File: config.mk
export PLATFORM = sky130hd
export DESIGN_NAME = clk_period_meter
export DESIGN_NICKNAME = d
export VERILOG_FILES = /design/src/rtl/clk_period_meter.sv
export SDC_FILE = /design/constraint.sdc
export NUM_CORES = 1
export LEC_CHECK = 0
export CAP_MARGIN = 20
export CORE_MARGIN = 2
export CORE_UTILIZATION = 60
export DETAILED_ROUTE_END_ITERATION = 10
export GPL_TIMING_DRIVEN = 0
export PLACE_DENSITY = 0.94
export SYNTH_ARGS = -nofsm -noshare
export SYNTH_HDL_FRONTEND = slang
export SYNTH_SLANG_ARGS = --single-unit
File: constraint.sdc
create_clock -name inClk -period 5.13 [get_ports inClk]
set_input_delay 1.539 -clock inClk [delete_from_list [all_inputs] [get_ports inClk]]
set_output_delay 1.539 -clock inClk [all_outputs]
set_load 0.05 [all_outputs]
File: src/rtl/clk_period_meter.sv
// Measures the period of sigIn in inClk cycles, with a sticky no-signal timeout.
// Define CLK_PERIOD_METER_AVG_EN to report the truncated mean of every 4 periods.
module clk_period_meter #(
    parameter int unsigned WIDTH   = 32,
    parameter int unsigned TIMEOUT = 1_000_000
) (
    input  logic             inClk,
    input  logic             reset,
    input  logic             sigIn,
    output logic [WIDTH-1:0] period_count,
    output logic             period_valid,
    output logic             locked,
    output logic             no_signal
);

    typedef enum logic {
        IDLE,
        MEASURE
    } state_e;

    localparam logic [WIDTH-1:0] TIMEOUT_W = WIDTH'(TIMEOUT);
    localparam logic [WIDTH-1:0] ONE_W     = WIDTH'(1);

    logic sync1_q;
    logic sync2_q;
    logic prev_q;
    logic rise;

    state_e           state_q, state_d;
    logic [WIDTH-1:0] cnt_q, cnt_d;
    logic [WIDTH-1:0] pc_q, pc_d;
    logic             pv_q, pv_d;
    logic             ns_q, ns_d;

`ifdef CLK_PERIOD_METER_AVG_EN
    logic [WIDTH+1:0] acc_q, acc_d;
    logic [1:0]       ph_q, ph_d;
    logic [WIDTH+1:0] sum;
`endif

    // sigIn is asynchronous; two flops before edge detection
    always_ff @(posedge inClk or posedge reset) begin
        if (reset) begin
            sync1_q <= 1'b0;
            sync2_q <= 1'b0;
            prev_q  <= 1'b0;
        end else begin
            sync1_q <= sigIn;
            sync2_q <= sync1_q;
            prev_q  <= sync2_q;
        end
    end

    assign rise = sync2_q & ~prev_q;

    always_ff @(posedge inClk or posedge reset) begin
        if (reset) begin
            state_q <= IDLE;
            cnt_q   <= '0;
            pc_q    <= '0;
            pv_q    <= 1'b0;
            ns_q    <= 1'b0;
`ifdef CLK_PERIOD_METER_AVG_EN
            acc_q   <= '0;
            ph_q    <= '0;
`endif
        end else begin
            state_q <= state_d;
            cnt_q   <= cnt_d;
            pc_q    <= pc_d;
            pv_q    <= pv_d;
            ns_q    <= ns_d;
`ifdef CLK_PERIOD_METER_AVG_EN
            acc_q   <= acc_d;
            ph_q    <= ph_d;
`endif
        end
    end

    always_comb begin
        state_d = state_q;
        cnt_d   = cnt_q;
        pc_d    = pc_q;
        pv_d    = 1'b0;
        ns_d    = ns_q;
`ifdef CLK_PERIOD_METER_AVG_EN
        acc_d   = acc_q;
        ph_d    = ph_q;
        sum     = acc_q + {2'b00, cnt_q};
`endif
        unique case (state_q)
            IDLE: begin
                if (rise) begin
                    state_d = MEASURE;
                    cnt_d   = ONE_W;
                    ns_d    = 1'b0;
                end
            end
            MEASURE: begin
                // a rise coinciding with the timeout still counts as a period
                if (rise) begin
                    cnt_d = ONE_W;
`ifdef CLK_PERIOD_METER_AVG_EN
                    if (ph_q == 2'd3) begin
                        pc_d  = sum[WIDTH+1:2];
                        pv_d  = 1'b1;
                        acc_d = '0;
                        ph_d  = '0;
                    end else begin
                        acc_d = sum;
                        ph_d  = ph_q + 2'd1;
                    end
`else
                    pc_d = cnt_q;
                    pv_d = 1'b1;
`endif
                end else if (cnt_q == TIMEOUT_W) begin
                    state_d = IDLE;
                    ns_d    = 1'b1;
                    cnt_d   = '0;
`ifdef CLK_PERIOD_METER_AVG_EN
                    acc_d   = '0;
                    ph_d    = '0;
`endif
                end else begin
                    cnt_d = cnt_q + ONE_W;
                end
            end
            default: state_d = IDLE;
        endcase
    end

    assign period_count = pc_q;
    assign period_valid = pv_q;
    assign locked       = (state_q == MEASURE);
    assign no_signal    = ns_q;

endmodule

==> metrics.txt, run 1 <==
Slew HR=47.81%; wire length per cell=17.26 um; fin util=75.06%; crit start category=flip-flop; worst min path class=flip-flop to flip-flop; num rows=26; Yosys top cell area share=53.91%; CP arrival=1.62 ns; commonest cells after routing, fill and taps aside=dfrtp_1 (70), nand2_1 (38), clkdlybuf4s50_1 (37); Hold Fails Final Rpt=0; flop2flop setup slack=2.45 ns; Leak=0.001719 uW; first-pass GRT wire length=12780 um; Cells after Synth=315; Area contributors post-synth=dfrtp_1 (54%), mux2_2 (8.3%), nand2_1 (4.4%); DR DRC count=0; worst skew pair latency=0.35 ns; grt met3 use=9.651%; largest family of logic cells by synthesized area=simple AND/OR/NAND/NOR gates; htree depth=3; Detailed Route Iter0 Violations=342; Main synth FF type=dfrtp_1; CP endpoint kind=output port; DR pass1 iterations=7; Worst-Margin Slew=0.7768 ns; setup tns final=0 ns; vias in the first global route=2647; Slew Viols, Final=0; PortBufs=37; Fillers=350; Bufs and invs on worst path=1; met1 usage=37.41%; total gr overflow=0; final wirelength=7544 um; Final Skew=0.007041 ns; fin nets=369; Sink Count=70; Inserted Clock Buffers=9; Placer Congestion=0.9029; largest net degree at the start of global routing=42; maxcap violations=0; kind of critical path=flip-flop to output port; sequential area share after synthesis=53.91%; Final Critical Period=3.158 ns; Die Y=77.59 um; area leader, netlist=dfrtp_1; critical path peak fanout=6; ANT cells=0; # IOs=38; Adder-Cell Fraction of Synth Area=0.7701%; Yosys cell types=44; status=completed; clock-pin slew of the registers on the worst-case setup and hold paths=0.07 ns; Tot Pwr=1206 uW; GRT busiest layer=met2; hold_buf cts=0; initial core utilization=62.82%; setup violators final=0; dpl hpwl=5127 um; Post-synth EDFFs=0; Synth Area in Compound Gates=13.79%; Synth Net Count=320; Die W=77.59 um; vias per inst=6.497; Netlist Area Pre-Place=3249 um^2; Clock Tree Buf Depth=2; delay-heaviest family, CP=buffers and inverters; clock tree from TritonCTS=built; slowest stage cell, crit path=clkdlybuf4s50_1; P&R area growth vs syn=19.48%; Tcrit/Tclk final=61.55%; GRT Total Usage=27.57%; commonest non-fill, non-tap cell in the layout=dfrtp_1; FF/Latch Area=1752 um^2; Post-CTS Setup Bufs=0; CP max stage delay=0.84 ns; met2 global-route usage=41.03%; CTS Root Cell=clkbuf_8; Avg Inst Size Synth=10.32 um^2; # resized after CTS=0; simple-gate portion of the synthesized area=19.91%; Max Freq=0.3167 GHz; Post-synth ARST share=100.0%; CP cell instances=clkdlybuf4s50_1; core area=5172 um^2; Worst Path Required=3.59 ns; Peak VDD IR=0.1908 mV; RSZ-0062 raised after global routing=no; fraction of layout instances using a drive strength above 1=12.81%; #FFs+latches synth=70; initial antenna violation count=0; via count of the routed design=2839; PD cells=310.7 nW/um^2; number of synthesis warnings=0; area of the multi-input gates=1399 um^2; die area=6020 um^2; antenna-violating nets left=0; xor/xnor share of the synthesized area=0.2695%; post-synthesis mux area share=8.317%
cell families after synthesis:
| family | count (synthesis) |
|---|---|
| compound gates | 73 |
| simple gates | 119 |
| xor+xnor | 1 |
| mux | 24 |
| buf+inv | 26 |
| flops | 70 |
| fa+ha+maj | 2 |
cell usage after synthesis, types with 2 or more instances:
library cell / count
ha_1: 2
or3_2: 2
nand2b_1: 3
a31oi_1: 21
nand4_1: 8
nor4_1: 4
nor3_1: 10
nor2_1: 8
o211ai_1: 6
and3_1: 6
or4_4: 2
nand3_1: 20
nor4b_1: 2
a21oi_1: 11
nand3_4: 2
clkbuf_1: 10
nand2_1: 38
dfrtp_1: 70
inv_1: 12
a21o_1: 2
buf_1: 3
mux2_2: 24
o21ai_0: 22
or4_1: 4
or3_1: 4
flip-flops by register name (all words and copies together), names as in the netlist:
register,count
cnt_q,32
sync1_q,1
prev_q,1
period_valid,1
no_signal,1
locked,1
sync2_q,1
period_count,32
metrics by stage:
step,instances,instance area [um^2],hold WS [ns],setup WS [ns]
detailed placement,423,3727,0.3363,2.353
CTS,437,3882,0.3606,1.969
global route,437,3882,0.3689,1.940
finish,437,3882,0.3538,1.972
global placement,422,3707,0.3443,0.7803
floorplan,315,3249,0.3312,1.823
where the power goes:
part	switching [uW]	total, uW	internal [uW]
clock network	188	370	182
registers	41.7	629	587
logic	135	208	72.8
metal layers:
metal | wire (um) | vias up | part of all wire, %
li1 | - | 1270 | -
met1 | 3085 | 1356 | 41
met2 | 3577 | 184 | 47
met3 | 676 | 29 | 9.0
met4 | 205 | 0 | 2.7
met5 | 0 | - | 0
cell type report:
type,instances,area share (%)
flip-flops and latches,70,45.12
multi-input cells,219,36.03
repair buffers,38,10.05
clock buffers,12,3.738
well taps,70,2.256
plain buffers,14,1.386
inverters,12,1.160
clock inverters,2,0.2578
final timing paths:
check / from / end / cells after the start
min in group asynchronous: reset / prev_q$_DFF_PP0_ / 2
min: sync1_q$_DFF_PP0_ / sync2_q$_DFF_PP0_ / 0
max: locked$_DFF_PP0_ / locked / 1
max in group asynchronous: reset / period_count[8]$_DFFE_PP0P_ / 3
max reg2reg: cnt_q[0]$_DFFE_PP0P_ / cnt_q[3]$_DFFE_PP0P_ / 9
min reg2reg: sync1_q$_DFF_PP0_ / sync2_q$_DFF_PP0_ / 0
(Power assumes the default switching activity.)
==> run 2, diff against run 1 <==
Settings changed: CORE_UTILIZATION 60 to 50, PLACE_DENSITY 0.94 to 0.84.
Clock period 5.13 ns to 2.7 ns, I/O delays scaled along.
==> run 2 against run 1 <==
Compared with the run above: combinational power increased by 88%; wire length rose by 2.2%; register-to-register slack got worse by 2.2 ns; clock skew fell by 0.0014 ns; utilization decreased by 12 points; via count shrank 3.0%; non-clock buffer count unchanged; first-iteration DRC count down 14%; clock power is 150% higher; largest cell class unchanged.
==> metrics.txt, run 2 (synthesis results as in run 1) <==
status=completed (unchanged); fin util=62.72% (was 75.06%); Placer Congestion=0.9445 (was 0.9029); initial antenna violation count=0 (unchanged); Detailed Route Iter0 Violations=293 (was 342); Die W=84.62 um (was 77.59 um); ANT cells=0 (unchanged); PortBufs=37 (unchanged); CTS Root Cell=clkbuf_8 (unchanged); critical path peak fanout=10 (was 6); maxcap violations=0 (unchanged); initial core utilization=51.47% (was 62.82%); clock-pin slew of the registers on the worst-case setup and hold paths=0.07 ns (about the same); Slew Viols, Final=0 (unchanged); clock tree from TritonCTS=built (unchanged); crit start category=flip-flop (unchanged); delay-heaviest family, CP=simple AND/OR/NAND/NOR gates (was buffers and inverters); CP arrival=2.68 ns (was 1.62 ns); via count of the routed design=2755 (was 2839); Die Y=84.62 um (was 77.59 um); first-pass GRT wire length=13290 um (was 12780 um); Final Critical Period=2.446 ns; dpl hpwl=5252 um (was 5127 um); final wirelength=7713 um (was 7544 um); Clock Tree Buf Depth=2 (unchanged); wire length per cell=17.29 um (was 17.26 um); total gr overflow=0 (unchanged); Tcrit/Tclk final=90.59%; P&R area growth vs syn=21.87% (was 19.48%); Peak VDD IR=0.5329 mV (was 0.1908 mV); fraction of layout instances using a drive strength above 1=14.36% (was 12.81%); Fillers=509 (was 350); pre-CTS setup slack=0.1808 ns (was 2.353 ns); placed cell areas=3736 um^2 (was 3727 um^2); vias per inst=6.177 (was 6.497); fin worst setup slack=0.2542 ns (was 1.972 ns); worst min path class=flip-flop to flip-flop (unchanged); DR pass1 iterations=5 (was 7); antenna-violating nets left=0 (unchanged); CP max stage delay=0.45 ns (was 0.84 ns); kind of critical path=flip-flop to flip-flop (was flip-flop to output port); RSZ-0062 raised after global routing=no (unchanged); # IOs=38 (unchanged); core area=6314 um^2 (was 5172 um^2); Hold Fails Final Rpt=0 (unchanged); vias in the first global route=2614 (was 2647); fin area=3960 um^2 (was 3882 um^2); CP endpoint kind=flip-flop (was output port); DR DRC count=0 (unchanged); Worst-Margin Slew=0.7517 ns (was 0.7768 ns); Leak=0.001757 uW (was 0.001719 uW); Inserted Clock Buffers=9 (unchanged); largest net degree at the start of global routing=37 (was 42); die area=7160 um^2 (was 6020 um^2); setup violators final=0 (unchanged); num rows=29 (was 26); htree depth=3 (unchanged); GRT Total Usage=23.50% (was 27.57%); slowest stage cell, crit path=clkbuf_1 (was clkdlybuf4s50_1); PD cells=629.5 nW/um^2 (was 310.7 nW/um^2); Max Freq=0.4089 GHz; commonest non-fill, non-tap cell in the layout=dfrtp_1 (unchanged); Worst Path Required=2.93 ns (was 3.59 ns); Final Skew=0.005668 ns (was 0.007041 ns); Slew HR=49.81% (was 47.81%); CP cell instances=buf_2 > nor4_1 > nand4_1 > o21ai_2 > clkbuf_1 > nor3_1 > a211o_1 (was clkdlybuf4s50_1); Sink Count=70 (unchanged); worst skew pair latency=0.35 ns (about the same); fin nets=369 (unchanged); commonest cells after routing, fill and taps aside=dfrtp_1 (70), nand2_1 (38), clkdlybuf4s50_1 (37) (unchanged); Bufs and invs on worst path=2 (was 1)
run 2: changes by cell type in the layout (fill, tap and decap cells not counted), sizes merged:
| cell | change |
|---|---|
| clkbuf | +1 |
| bufinv | +1 |
run 2: layout make-up:
cell class                      instances  area (um^2)  share of cell area (%)
Multi-Input combinational cell        219         1403                   35.42
Timing Repair Buffer                   38        390.4                   9.858
Clock buffer                           13        178.9                   4.518
Tap cell                               77        96.34                   2.433
Clock inverter                          3        40.04                   1.011
Inverter                               12        45.04                   1.137
Buffer                                 14        55.05                   1.390
Sequential cell                        70         1752                   44.23
run 2: metrics by stage:
| stage | hold slack [ns] | std cells | TNS [ns] | total power, uW |
|---|---|---|---|---|
| floorplan | 0.3312 | 315 | 0 | 1469 |
| global placement | 0.3317 | 429 | -63.59 | 1583 |
| detailed placement | 0.3455 | 430 | 0 | 1601 |
| CTS | 0.3615 | 446 | 0 | 2503 |
| global route | 0.3840 | 446 | 0 | 2601 |
| finish | 0.3655 | 446 | 0 | 2493 |
run 2: final timing paths:
| check | startpoint | end | slack, ns | depth (start not counted) |
|---|---|---|---|---|
| min in group asynchronous | reset | period_count[21]$_DFFE_PP0P_ | 0.91 | 2 |
| max in group asynchronous | reset | period_count[7]$_DFFE_PP0P_ | 1.15 | 3 |
| hold reg to reg | sync1_q$_DFF_PP0_ | sync2_q$_DFF_PP0_ | 0.37 | 0 |
| setup reg to reg | cnt_q[10]$_DFFE_PP0P_ | cnt_q[14]$_DFFE_PP0P_ | 0.25 | 7 |
| setup / recovery | cnt_q[10]$_DFFE_PP0P_ | cnt_q[14]$_DFFE_PP0P_ | 0.25 | 7 |
| hold / removal | sync1_q$_DFF_PP0_ | sync2_q$_DFF_PP0_ | 0.37 | 0 |
run 2: what timing repair did:
action | in CTS | in global routing
setup buffers | 0 | 0
hold buffers | 0 | 0
resized for setup | 0 | 3
endpoints found under the setup margin | 0 | 10
run 2: layer usage:
metal / vias up / share of wire, % / track usage [%]
li1: 1268 / - / -
met1: 1352 / 43 / 34.92
met2: 125 / 48 / 34.79
met3: 10 / 7.0 / 3.343
met4: 0 / 1.7 / 9.812
met5: - / 0 / 0
run 2: power breakdown:
group / leakage [uW] / internal [uW] / switching (uW) / total [uW]
sequential: 0.000948 / 1110 / 80.8 / 1200
combinational: 0.000694 / 139 / 251 / 390
clock: 0.000115 / 525 / 383 / 907
==> run 3, diff against run 2 <==
Settings changed: PLACE_DENSITY 0.84 to 0.74.
==> run 3 against run 2 <==
Compared with the run above: utilization decreased by 1.3 points; sequential cell count unchanged; sequential share of layout area is 0.93 points higher; count of clock-buffer cells in the layout fell by 1; critical path depth grew 2; clock power down 21%; critical path type unchanged; largest cell class unchanged; largest power group unchanged.
==> metrics.txt, run 3 (synthesis results as in run 1) <==
status=completed (unchanged); initial antenna violation count=0 (unchanged); pre-CTS setup slack=0.03977 ns (was 0.1808 ns); fin util=61.43% (was 62.72%); largest net degree at the start of global routing=71 (was 37); Critical Path Sink=cnt_q[28]$_DFFE_PP0P_ (was cnt_q[14]$_DFFE_PP0P_); flop2flop setup slack=0.12 ns (was 0.25 ns); P&R area growth vs syn=19.37% (was 21.87%); Placer Congestion=0.8901 (was 0.9445); Leak=0.001715 uW (was 0.001757 uW); fin worst setup slack=0.1178 ns (was 0.2542 ns); # IOs=38 (unchanged); Tcrit/Tclk final=95.64% (was 90.59%); CP endpoint kind=flip-flop (unchanged); kind of critical path=flip-flop to flip-flop (unchanged); worst min path class=flip-flop to flip-flop (unchanged); commonest cells after routing, fill and taps aside=dfrtp_1 (70), nand2_1 (38), clkdlybuf4s50_1 (37) (unchanged); reg2reg end=cnt_q[28]$_DFFE_PP0P_ (was cnt_q[14]$_DFFE_PP0P_); Worst Path Required=2.97 ns (was 2.93 ns); first-pass GRT wire length=12430 um (was 13290 um); Inst Count DP=429 (was 430); commonest non-fill, non-tap cell in the layout=dfrtp_1 (unchanged); crit start category=flip-flop (unchanged); PortBufs=37 (unchanged); WHS Path Cells=0 (unchanged); fin nets=368 (was 369); setup violators final=0 (unchanged); Layout Cells excl Fill=443 (was 446); wire length per cell=16.50 um (was 17.29 um); Post-CTS Setup Bufs=0 (unchanged); Peak VDD IR=0.4213 mV (was 0.5329 mV); Worst R2R Path Depth=9 (was 7); Clk pwr share=31.2% (was 36.4%); vias in the first global route=2563 (was 2614); Die Y=84.62 um (unchanged); Inserted Clock Buffers=9 (unchanged); Final Skew=0.005489 ns (was 0.005668 ns); maxcap violations=0 (unchanged); RSZ-0062 raised after global routing=no (unchanged); Max Freq=0.3873 GHz (was 0.4089 GHz); die area=7160 um^2 (unchanged); fraction of layout instances using a drive strength above 1=13.11% (was 14.36%); clock-pin slew of the registers on the worst-case setup and hold paths=0.07 ns (about the same); final wirelength=7311 um (was 7713 um); via count of the routed design=2692 (was 2755); worst skew pair latency=0.35 ns (about the same); Tot Pwr=2283 uW (was 2493 uW); Combinational Power Share=16.7% (was 15.6%); CTS Root Cell=clkbuf_8 (unchanged); Slew Viols, Final=0 (unchanged); setup tns final=0 ns (unchanged); DR DRC count=0 (unchanged); reg2reg start=cnt_q[0]$_DFFE_PP0P_ (was cnt_q[10]$_DFFE_PP0P_); Slew HR=43.96% (was 49.81%); critical path peak fanout=10 (unchanged); hold_buf cts=0 (unchanged); htree depth=3 (unchanged); Hold Fails Final Rpt=0 (unchanged); NetSw=686.2 uW (was 714.8 uW); core area=6314 um^2 (unchanged); Clock Tree Buf Depth=2 (unchanged); ANT cells=0 (unchanged); Die W=84.62 um (unchanged); Final Critical Period=2.582 ns (was 2.446 ns); Flop pwr share=52.1% (was 48.0%); crit path from=cnt_q[0]$_DFFE_PP0P_ (was cnt_q[10]$_DFFE_PP0P_); Detailed Route Iter0 Violations=248 (was 293); num rows=29 (unchanged); Sink Count=70 (unchanged); clock tree from TritonCTS=built (unchanged); Pint=1597 uW (was 1778 uW); Net Sw Frac=30.06% (was 28.67%); Worst-Margin Slew=0.8406 ns (was 0.7517 ns); initial core utilization=51.47% (unchanged); dpl hpwl=5018 um (was 5252 um); GRT Total Usage=22.26% (was 23.50%); DR pass1 iterations=5 (unchanged); total gr overflow=0 (unchanged); CP arrival=2.85 ns (was 2.68 ns); PD cells=588.6 nW/um^2 (was 629.5 nW/um^2); vias per inst=6.077 (was 6.177); antenna-violating nets left=0 (unchanged)
## run 3: changes by cell type in the layout (fill, tap and decap cells not counted), sizes merged
cell    change
clkbuf      -1
buf         -1
bufinv      -1
## run 3: how the worst min path moves through the flow
stage                      start                end  slack (ns)
6_report       sync1_q$_DFF_PP0_  sync2_q$_DFF_PP0_        0.35
4_1_cts        sync1_q$_DFF_PP0_  sync2_q$_DFF_PP0_        0.35
2_1_floorplan  sync1_q$_DFF_PP0_  sync2_q$_DFF_PP0_        0.33
5_1_grt        sync1_q$_DFF_PP0_  sync2_q$_DFF_PP0_        0.37
3_3_place_gp   sync1_q$_DFF_PP0_  sync2_q$_DFF_PP0_        0.33
3_5_place_dp   sync1_q$_DFF_PP0_  sync2_q$_DFF_PP0_        0.34
## run 3: power by group through the flow
stage | Sequential, uW | Combinational (uW) | Clock, uW
finish | 1190 | 382 | 712
CTS | 1190 | 384 | 724
global route | 1200 | 417 | 774
floorplan | 1320 | 151 | 0
global placement | 1210 | 379 | 0
detailed placement | 1210 | 384 | 0
## run 3: critical path, stage by stage, from the launching register on
cell and delay (ns):
dfrtp_1 0.45, inv_1 0.08, ha_1 0.21, nor4b_1 0.15
nand4_1 0.19, o21a_1 0.25, clkbuf_1 0.45, clkbuf_2 0.38
o21ai_0 0.16, a2bb2oi_1 0.18
## run 3: through the flow
stage	hold slack (ns)	area, um^2
after floorplan	0.3312	3249
after detailed placement	0.3362	3719
after CTS	0.3517	3874
after global placement	0.3325	3716
after global routing	0.3704	3879
final	0.3493	3879
## run 3: cell type report
cell class | instances | area (um^2)
timing repair buffer | 37 | 370.4
clock inverter | 2 | 10.01
buffer | 14 | 55.05
sequential | 70 | 1752
tap | 77 | 96.34
fill | 547 | 2435
inverter | 12 | 47.55
multi-input combinational | 219 | 1403
clock buffer | 12 | 145.1
## run 3: routing by layer
metal	share of wire [%]	up-vias	global-route usage, %
met5	0	-	0
met4	2.8	0	12.12
met3	6.5	17	4.621
met2	44	108	31.35
met1	46	1304	32.24
li1	-	1263	-
## run 3: repair_timing
action                                  CTS  global route
endpoints found under the setup margin    0            12
endpoints found under the hold margin     0             0
gates resized for setup                   0             3
